<file path="src/rtl/reg_write_arbiter.sv">
// Round-robin arbiter that serialises master write requests onto the register
// bank's single write port: one grant, one enable strobe, then one done pulse.
module reg_write_arbiter #(
  parameter int P_RegCount   = 8,
  parameter int P_DataWidth  = 8,
  parameter int P_Requesters = 4,
  localparam int AW = $clog2(P_RegCount),
  localparam int IW = $clog2(P_Requesters)
) (
  input  logic                              In_Clock,
  input  logic                              In_Reset,
  input  logic [P_Requesters-1:0]           In_Request,
  input  logic [P_Requesters*AW-1:0]        In_Address,
  input  logic [P_Requesters*P_DataWidth-1:0] In_Data,
  output logic [P_Requesters-1:0]           Out_Grant,
  output logic [AW-1:0]                     Out_Address,
  output logic                              Out_Enable,
  output logic [P_DataWidth-1:0]            Out_Data,
  output logic [P_Requesters-1:0]           Out_Done,
  output logic                              Out_Error
);

  typedef enum logic [1:0] {
    S_IDLE  = 2'd0,
    S_WRITE = 2'd1,
    S_DONE  = 2'd2
  } state_t;

  state_t                    r_state;
  logic [IW-1:0]             r_ptr;
  logic [IW-1:0]             r_owner;
  logic [P_Requesters-1:0]   r_grant;
  logic [AW-1:0]             r_addr;
  logic [P_DataWidth-1:0]    r_data;
  logic                      r_enable;
  logic [P_Requesters-1:0]   r_done;
  logic                      r_error;
  logic                      r_err_flag;

  logic                      w_found;
  logic [IW-1:0]             w_sel;
  logic [IW:0]               w_idx;
  logic [AW-1:0]             w_sel_addr;
  logic                      w_in_range;
  logic [IW-1:0]             w_ptr_next;

  // Scan requesters starting at the pointer, wrapping, and take the first hit.
  always_comb begin
    w_found = 1'b0;
    w_sel   = '0;
    w_idx   = '0;
    for (int k = 0; k < P_Requesters; k++) begin
      w_idx = (IW+1)'(r_ptr) + (IW+1)'(k);
      if (w_idx >= (IW+1)'(P_Requesters))
        w_idx = w_idx - (IW+1)'(P_Requesters);
      if (!w_found && In_Request[w_idx[IW-1:0]]) begin
        w_found = 1'b1;
        w_sel   = w_idx[IW-1:0];
      end
    end
  end

  assign w_sel_addr = In_Address[w_sel*AW +: AW];
  assign w_in_range = ({1'b0, w_sel_addr} < (AW+1)'(P_RegCount));
  assign w_ptr_next = (r_owner == IW'(P_Requesters - 1)) ? '0 : r_owner + 1'b1;

  always_ff @(posedge In_Clock or posedge In_Reset) begin
    if (In_Reset) begin
      r_state    <= S_IDLE;
      r_ptr      <= '0;
      r_owner    <= '0;
      r_grant    <= '0;
      r_addr     <= '0;
      r_data     <= '0;
      r_enable   <= 1'b0;
      r_done     <= '0;
      r_error    <= 1'b0;
      r_err_flag <= 1'b0;
    end else begin
      case (r_state)
        S_IDLE: begin
          if (w_found) begin
            r_owner    <= w_sel;
            r_grant    <= P_Requesters'(1) << w_sel;
            r_addr     <= w_sel_addr;
            r_data     <= In_Data[w_sel*P_DataWidth +: P_DataWidth];
            // Strobe is raised on entry to WRITE so it is visible for that one cycle.
            r_enable   <= w_in_range;
            r_err_flag <= ~w_in_range;
            r_state    <= S_WRITE;
          end
        end
        S_WRITE: begin
          r_enable <= 1'b0;
          r_done   <= r_grant;
          r_error  <= r_err_flag;
          r_state  <= S_DONE;
        end
        S_DONE: begin
          r_done     <= '0;
          r_error    <= 1'b0;
          r_grant    <= '0;
          r_err_flag <= 1'b0;
          r_ptr      <= w_ptr_next;
          r_state    <= S_IDLE;
        end
        default: begin
          r_state  <= S_IDLE;
          r_enable <= 1'b0;
          r_done   <= '0;
          r_error  <= 1'b0;
          r_grant  <= '0;
        end
      endcase
    end
  end

  assign Out_Grant   = r_grant;
  assign Out_Address = r_addr;
  assign Out_Enable  = r_enable;
  assign Out_Data    = r_data;
  assign Out_Done    = r_done;
  assign Out_Error   = r_error;

endmodule
</file>
<file path="config.mk">
export PLATFORM = sky130hd
export DESIGN_NAME = reg_write_arbiter
export DESIGN_NICKNAME = d
export VERILOG_FILES = /design/src/rtl/reg_write_arbiter.sv
export SDC_FILE = /design/constraint.sdc
export NUM_CORES = 1
export LEC_CHECK = 0
export CORE_UTILIZATION = 35
export DETAILED_ROUTE_END_ITERATION = 10
export PLACE_DENSITY = 0.7
export SYNTH_ARGS = -nofsm -noshare
export SYNTH_HDL_FRONTEND = slang
export SYNTH_SLANG_ARGS = --single-unit
</file>
<file path="constraint.sdc">
create_clock -name In_Clock -period 2.75 [get_ports In_Clock]
set_input_delay 0.6875 -clock In_Clock [delete_from_list [all_inputs] [get_ports In_Clock]]
set_output_delay 0.6875 -clock In_Clock [all_outputs]
set_load 0.03 [all_outputs]
</file>
==> flow_summary.toml <==
[outcome]
status = "finished clean"

[synth]
syn_inst = 122
synthesis.nets = 173
ys_warn_count = 0
synthArstFlopShare = 1.00
synth_top_family_by_area = "multiplexers"
synth_edf_count = 0
ys_seq_elements = 26
synth_compound_area_frac = 0.168
ys_types = 29
yosysSeqAreaShare = 0.468
yosys.area_share.xor_xnor = 0
synthAdderAreaFrac = 0.00900
syn_area_sq_um = 1390
synth_ff_type = "dfrtp_1"
synthMuxAreaShare = 0.195
synthSimpleGateAreaFrac = 0.104
avgSynthCellArea_sq_um = 11.4

[detailed_routing]
drtPass1Iterations = 4
highest_layer = "met4"
met1_length_um = 1430
drc = 0
drt_iter0_markers = 15
wl_per_cell_um = 14.3
routed_wl_um = 3460
dr_wl_met3_um = 285
vias_per_cell = 5.04
vias = 1220
ant_nets = 0
wl_met2_um = 1700

[sta]
min_period_ns = 2.26
rsz0062_at_grt = "false"
hold_ws_ns = 0.489
fin_ws_ns = 0.485
skew_ns = 0.00516
slew_violations = 0
setup_tns_ns = 0
hold_viol_final = 0
setup_violations = 0
max_freq_mhz = 442
min_period_over_period = 0.824

[layout]
nets = 247
diodes = 0
syn_to_final_growth_pct = 57.0
drive_gt1_frac = 0.103
final_area_sq_um = 2180
utilization = 0.583

[clock_network]
ctsHoldBuffers = 0
clockBufferDepth = 2
ctsResizeCount = 0
clkLatencyLatePin_ns = 0.27
cts.sinks = 26
cts_buffers = 3
postCtsSetupRepairBufs = 0
clkTransAtPathRegs_ns = 0.08
cts_max_level = 1
cts_tree = "done"
cts-root-buf = "clkbuf_8"

[place]
hpwl_um = 2770
io_buffers = 69
dpl_cell_area_sq_um = 2140
gp_congestion = 0.726
place_ws_ns = 0.204

[setup_path]
crit_fanout = 7
crit_type = "input port to flip-flop"
crit_path_end_kind = "flip-flop"
worst-path-buf-inv = 2
crit_arrival_ns = 2.45
critPathTopFamily = "buffers and inverters"
worstSetupStartpointType = "input port"
worst_path_max_delay_cell = "clkdlybuf4s50_1"
required_ns = 2.93
crit_chain = "clkdlybuf4s50_1 -> nand2b_1 -> a21oi_1 -> o32ai_1 -> nand2_1 -> buf_4 -> o221ai_2"
slowest_delay_ns = 0.54

[die]
die_y_um = 65.0
start_util = 0.371
row_count = 22
fp.coreArea_sq_um = 3740
io_pins = 71
die_width_um = 65.0
dieArea_sq_um = 4230

[job]
max_cap_violations = 0

[power_and_ir_drop]
power_leakage_nw = 0.980
p_per_area_nw_per_um2 = 1070
max-vdd-ir-drop_uv = 396

[global_route]
grt_pass1_wl_um = 5650
overflow = 0
grt_pass1_vias = 1261
grt_antenna_before_repair = 0
grt.total_usage = 0.177
grt_max_degree = 27

[hold_path]
hp-class = "flip-flop to flip-flop"
synth_stat cells, drive strengths merged (2+ instances only):
cell	number	area [sq um]
nand2b	3	18.8
inv	2	7.51
a32o	2	20.0
o221ai	11	128
nor2b	4	25.0
o21ai	2	10.0
a21o	2	15.0
buf	8	60.1
nand2	16	62.6
dfrtp	26	651
nor2	7	26.3
a22o	2	17.5
mux2i	26	260
final timing paths:
check,start,to,slack [ns],depth (start not counted)
hold reg to reg,r_owner[0]$_DFFE_PP0P_,r_ptr[0]$_DFFE_PP0N_,0.49,1
setup reg to reg,r_ptr[0]$_DFFE_PP0N_,Out_Data[1]$_DFFE_PP0P_,1.06,6
max in group asynchronous,In_Reset,Out_Data[7]$_DFFE_PP0P_,1.75,3
min in group asynchronous,In_Reset,Out_Done[0]$_DFFE_PP0N_,0.75,3
hold / removal,r_owner[0]$_DFFE_PP0P_,r_ptr[0]$_DFFE_PP0N_,0.49,1
setup / recovery,In_Request[1],Out_Data[1]$_DFFE_PP0P_,0.49,7
layout make-up:
| class | count | area (sq um) |
|---|---|---|
| multi-input combinational | 85 | 667 |
| sequential | 26 | 651 |
| timing repair buffer | 77 | 751 |
| fill | 323 | 1560 |
| tap | 48 | 60.1 |
| clock buffer | 3 | 41.3 |
| inverter | 3 | 12.5 |
power breakdown:
part	leakage (nW)	internal (W)	switching [W]
registers	0.328	0.000570	0.000153
clock network	0.0216	0.0000982	0.000112
logic	0.630	0.000655	0.000744
total	0.980	0.00132	0.00101
metal layers:
metal | GRT usage | vias to the layer above
met5 | 0 | -
met4 | 0.0707 | 0
met3 | 0.0423 | 5
met2 | 0.310 | 55
met1 | 0.207 | 570
li1 | - | 590
metrics by stage:
| stage | total power [W] | std cells |
|---|---|---|
| after global placement | 0.00210 | 239 |
| after detailed placement | 0.00214 | 239 |
| after floorplan | 0.00162 | 122 |
| after global routing | 0.00248 | 242 |
| final | 0.00233 | 242 |
| after CTS | 0.00235 | 242 |
flip-flops by register name (all words and copies together) (netlist names):
register and count:
Out_Address 3, Out_Data 8, r_state 2, Out_Grant 4, Out_Enable 1, Out_Done 4
r_ptr 2, r_owner 2
kinds of logic (layout without fill, tap and decap cells):
logic type	after synthesis	after routing
fa+ha+maj	1	1
simple gates	32	32
buf+inv	11	83
mux	27	27
flops	26	26
other cells	1	1
compound gates	24	24
layout by cell type (no fill, tap or decap), types with 2 or more instances in the layout:
master | synthesis | layout
a21o_1 | 2 | 2
nor2_1 | 7 | 7
nor2b_1 | 4 | 4
clkdlybuf4s50_1 | 0 | 69
dfrtp_1 | 26 | 26
nand2_1 | 15 | 15
a22o_1 | 2 | 2
o221ai_1 | 6 | 6
nand2b_1 | 3 | 3
mux2i_1 | 26 | 26
buf_4 | 3 | 8
a32o_1 | 2 | 2
inv_1 | 2 | 2
clkbuf_8 | 0 | 3
o221ai_2 | 5 | 5
Power figures use the tool's default switching activity.
==> edit 1: new RTL, same flow settings <==
Encoding of `state_t`: now one-hot (3 bits for 3 states).
--- a/src/rtl/reg_write_arbiter.sv
+++ b/src/rtl/reg_write_arbiter.sv
@@ -22,6 +22,6 @@
 
-  typedef enum logic [1:0] {
-    S_IDLE  = 2'd0,
-    S_WRITE = 2'd1,
-    S_DONE  = 2'd2
+  typedef enum logic [2:0] {
+    S_IDLE  = 3'b001,
+    S_WRITE = 3'b010,
+    S_DONE  = 3'b100
   } state_t;
Function: no difference found for any inputs over 10 cycles, from zero or initial values and one cycle with In_Reset high; not proved beyond that.
==> edit 1 against the unedited design <==
The flow now finishes with violations (design-rule violations). Sequential share of layout area decreased by 1.3 points. Register-to-register slack about the same. Die area increased by 20%. Critical path type unchanged. Cell area increased by 8.7%. Worst setup slack got worse by 15 ps. Total power about the same. Wire length increased by 24%. Sequential cell count increased by 1. Via count increased by 28%. Fmax decreased by 0.67%. Final cell count increased by 19%. Synthesized area increased by 21%.
==> edit 1: results (changes against the unedited design) <==
Status
  • Status: finished with violations
  • Failing checks: design-rule violations

Critical path
  • Worst Setup SP: In_Request[2]
  • Crit path largest cell delay: 690 ps (+150 ps)
  • Worst R2R Start: r_ptr[1]
  • Crit Path Max Fanout: 10 (+3)
  • Arrival @ worst endpoint: 2430 ps (-20 ps)

Route
  • Drt total wl: 4290 µm (+24%)
  • Drt pass-1 iters: 7 (+3)
  • Iter 0 DRT Violations: 73 (+58)
  • DRC viols: 5 (+5)
  • Routed vias/inst: 5.41 (+7.2%)

Global route
  • Pin count of the biggest net entering global routing: 28 (+3.7%)
  • Vias in the first global route: 1492 (+18%)
  • First-pass GRT wire length: 7130 µm (+26%)
  • Total GRT Usage: 17.5% (-0.18 points)

Timing
  • Setup_tns: 0 ps (unchanged)
  • Hold slack: 509 ps (+20.0 ps)
  • Setup Skew: 0.865 ps (-4.29 ps)

Power
  • Max VDD drop: 455 µV (+15%)
  • Leakage: 0.000941 µW (-3.9%)

Placement
  • DP Wirelength: 3180 µm (+15%)
  • Area after DPL: 2320 µm² (+8.6%)
  • RD Place Congestion: 0.761 (+4.7%)

Layout
  • Fillers: 413 (+28%)
  • Max reg flops: 8 (unchanged)
  • Share of cells above drive strength 1: 13.1% (+2.8 points)
  • Layout Nets: 288 (+17%)
  • Multi-input gate area: 847 µm² (+27%)

Yosys
  • Asr flop ratio synth: 100% (unchanged)
  • Synthesized Nets: 225 (+30%)
  • Top cells by count, synth: 26 x dfrtp_1, 26 x nor2_1, 11 x a31oi_1, 11 x nand3_1
  • Top_reg_cell synth: dfrtp_1
  • Seq/Total Area, Yosys: 40.4% (-6.4 points)
  • Ranking of synthesized cells by area: dfrtp_1 39%, nor2_1 5.8%, a221oi_1 5.2%, nand3_2 4.2%, a31oi_1 4.1%
  • Synth unique cells: 42 (+45%)

CTS
  • Clock buffer count from CTS: 3 (unchanged)
  • Clock Tree Root: clkbuf_8

Min path
  • Hold path startpoint: r_owner[1]
[edit 1: final timing paths]
kind | endpoint | cells past startpoint
max in group asynchronous | r_state[0] | 3
min reg2reg | r_owner[1] | 2
max reg2reg | Out_Address[0] | 5
max | Out_Address[0] | 5
min | r_owner[1] | 2
min in group asynchronous | Out_Address[1] | 3
[edit 1: per-stage QoR]
step                instances  setup slack [ps]
CTS                       288               463
floorplan                 174               925
global route              288               352
detailed placement        284               176
global placement          284               221
finish                    288               470
[edit 1: area by class of cell]
type / count / area share (%)
Clock buffer: 3 / 1.74
Clock inverter: 1 / 0.211
Inverter: 4 / 0.633
Multi-Input combinational cell: 128 / 35.7
Sequential cell: 27 / 28.5
Tap cell: 52 / 2.74
Timing Repair Buffer: 73 / 30.4
[edit 1: cells by family (layout without fill, tap and decap cells)]
logic type                 after synthesis  after routing  share of synthesized area, %
and+or+nand+nor                         76             76                          27.4
other                                    1              1                         0.224
DFF                                     27             27                          40.4
buffers and inverters                   19             81                          9.10
AOI/OAI and AO/OA                       48             48                          20.9
adders and majority gates                1              1                         0.746
muxes                                    2              2                          1.27
[edit 1: critical path: cells and delay by family]
family                 cells  cell delay, ps
buffers and inverters      1             690
AOI/OAI and AO/OA          4            1050
[edit 1: power breakdown]
part           internal [µW]  total (µW)  switching [µW]
clock                    101         224             122
sequential               574         723             150
combinational            583        1380             801
total                   1260        2330            1070
[edit 1: routing by layer]
metal | share of wire [%] | track usage (%) | vias up
li1 | - | - | 758
met1 | 45 | 25.6 | 732
met2 | 48 | 27.6 | 61
met3 | 5.3 | 1.83 | 6
met4 | 1.2 | 5.11 | 0
met5 | 0 | 0 | -
==> edit 2: new RTL, same flow settings <==
Without the edit above. Change the parameter `P_Requesters` from 4 to 8.
--- a/src/rtl/reg_write_arbiter.sv
+++ b/src/rtl/reg_write_arbiter.sv
@@ -5,3 +5,3 @@
   parameter int P_DataWidth  = 8,
-  parameter int P_Requesters = 4,
+  parameter int P_Requesters = 8,
   localparam int AW = $clog2(P_RegCount),
Interface: changed (5 resized); port bits go from 71 to 127. No check against the original RTL was run, so the function may have changed too.
==> edit 2 against the unedited design <==
The run now ends with negative setup slack left. Via count up 140%. Cell area grew 140%. First-iteration DRC count grew to 4.1 times the old value. Total power rose to 3.7 times the old value. Wire length increased to 2.8 times the old value. Synthesized area is 130% higher. Sequential cell count grew 10. Sequential share of layout area down 13 points. Worst setup slack worse by 1200 ps. Largest cell class is now multi-input combinational cells.
==> edit 2: results (changes against the unedited design) <==
Status
  • Status: finished with violations
  • Failing checks: negative setup slack

Yosys
  • Top cells by count, synth: 36 x dfrtp_1, 32 x mux2i_1, 28 x nand2_1
  • Adder-Cell Fraction of Synth Area: 1.59% (+0.69 points)
  • Ranking of synthesized cells by area: dfrtp_1 29%, mux4_2 16%, mux2i_1 10%, mux4_1 10%, nand2_1 3.3%
  • Yosys reg bits: 36 (+38%)
  • Synth unique cells: 53 (+83%)
  • Seq/Total Area, Yosys: 28.7% (-18 points)

Min path
  • Hold Path Depth: 2 (+1)
  • Hold path startpoint: Out_Data[6]

Placement
  • Area after DPL: 4890 µm² (+130%)
  • DP Wirelength: 7280 µm (+160%)
  • Place WS: -1250 ps (-1460 ps)

Global route
  • Total GRT Usage: 21.4% (+3.7 points)
  • Vias in the first global route: 3195 (+150%)
  • First-pass GRT wire length: 16000 µm (+180%)
  • Pin count of the biggest net entering global routing: 37 (+37%)

Route
  • Total number of vias: 2977 (+140%)
  • Iter 0 DRT Violations: 61 (+46)

Power
  • Sw Ratio: 41.8% (-1.5 points)
  • Comb power frac: 84.8% (+25 points)
  • P_int: 4990 µW (+280%)

CTS
  • Clock buffer count from CTS: 5 (+2)
  • Clk_lat worst skew: 290 ps (+20 ps)
  • # resized after CTS: 45 (+45)
  • Setup bufs post-CTS: 11 (+11)

Layout
  • Comb_multi_in: 195 (+130%)
  • Buffers excl. clock: 202 (+160%)
  • Multi-input logic portion of the cell area: 39.7% (+9.1 points)
  • Layout Nets: 555 (+120%)
  • Non-clock buffering overhead: 37.9% (+3.5 points)
  • Non-CTS inverters: 13 (+10)
  • Fin util: 61.0% (+2.7 points)

Critical path
  • Highest-delay cell along the critical path: mux4_2
  • R2R cell count: 13 (+7)
  • Arrival @ worst endpoint: 3680 ps (+1230 ps)
  • Crit path max-delay family: multiplexers
  • Crit Path Max Fanout: 12 (+5)

Timing
  • Setup-failing EPs final: 24 (+24)
  • Final worst setup slack: -750 ps (-1230 ps)
-- edit 2: cell types whose count changed in the layout (fill, tap and decap cells not counted), moves of 9 or more --
cell | before | now
o21ai_1 | 1 | 16
buf_4 | 8 | 61
dfrtp_1 | 26 | 35
clkdlybuf4s50_1 | 69 | 117
mux4_2 | 0 | 29
nand2_1 | 15 | 25
-- edit 2: layer usage --
metal	vias to the layer above	track usage [%]	part of all wire, %
li1	1391	-	-
met1	1471	25.9	40
met2	103	38.6	53
met3	12	4.26	5.4
met4	0	5.40	1.7
met5	-	0	0
-- edit 2: worst max path at each step --
stage / slack [ps] / to
6_report: -750 / Out_Data[2]
5_1_grt: -890 / Out_Data[1]
4_1_cts: -730 / Out_Data[2]
3_5_place_dp: -1250 / Out_Address[1]
3_3_place_gp: -1170 / Out_Data[2]
2_1_floorplan: -980 / Out_Data[0]
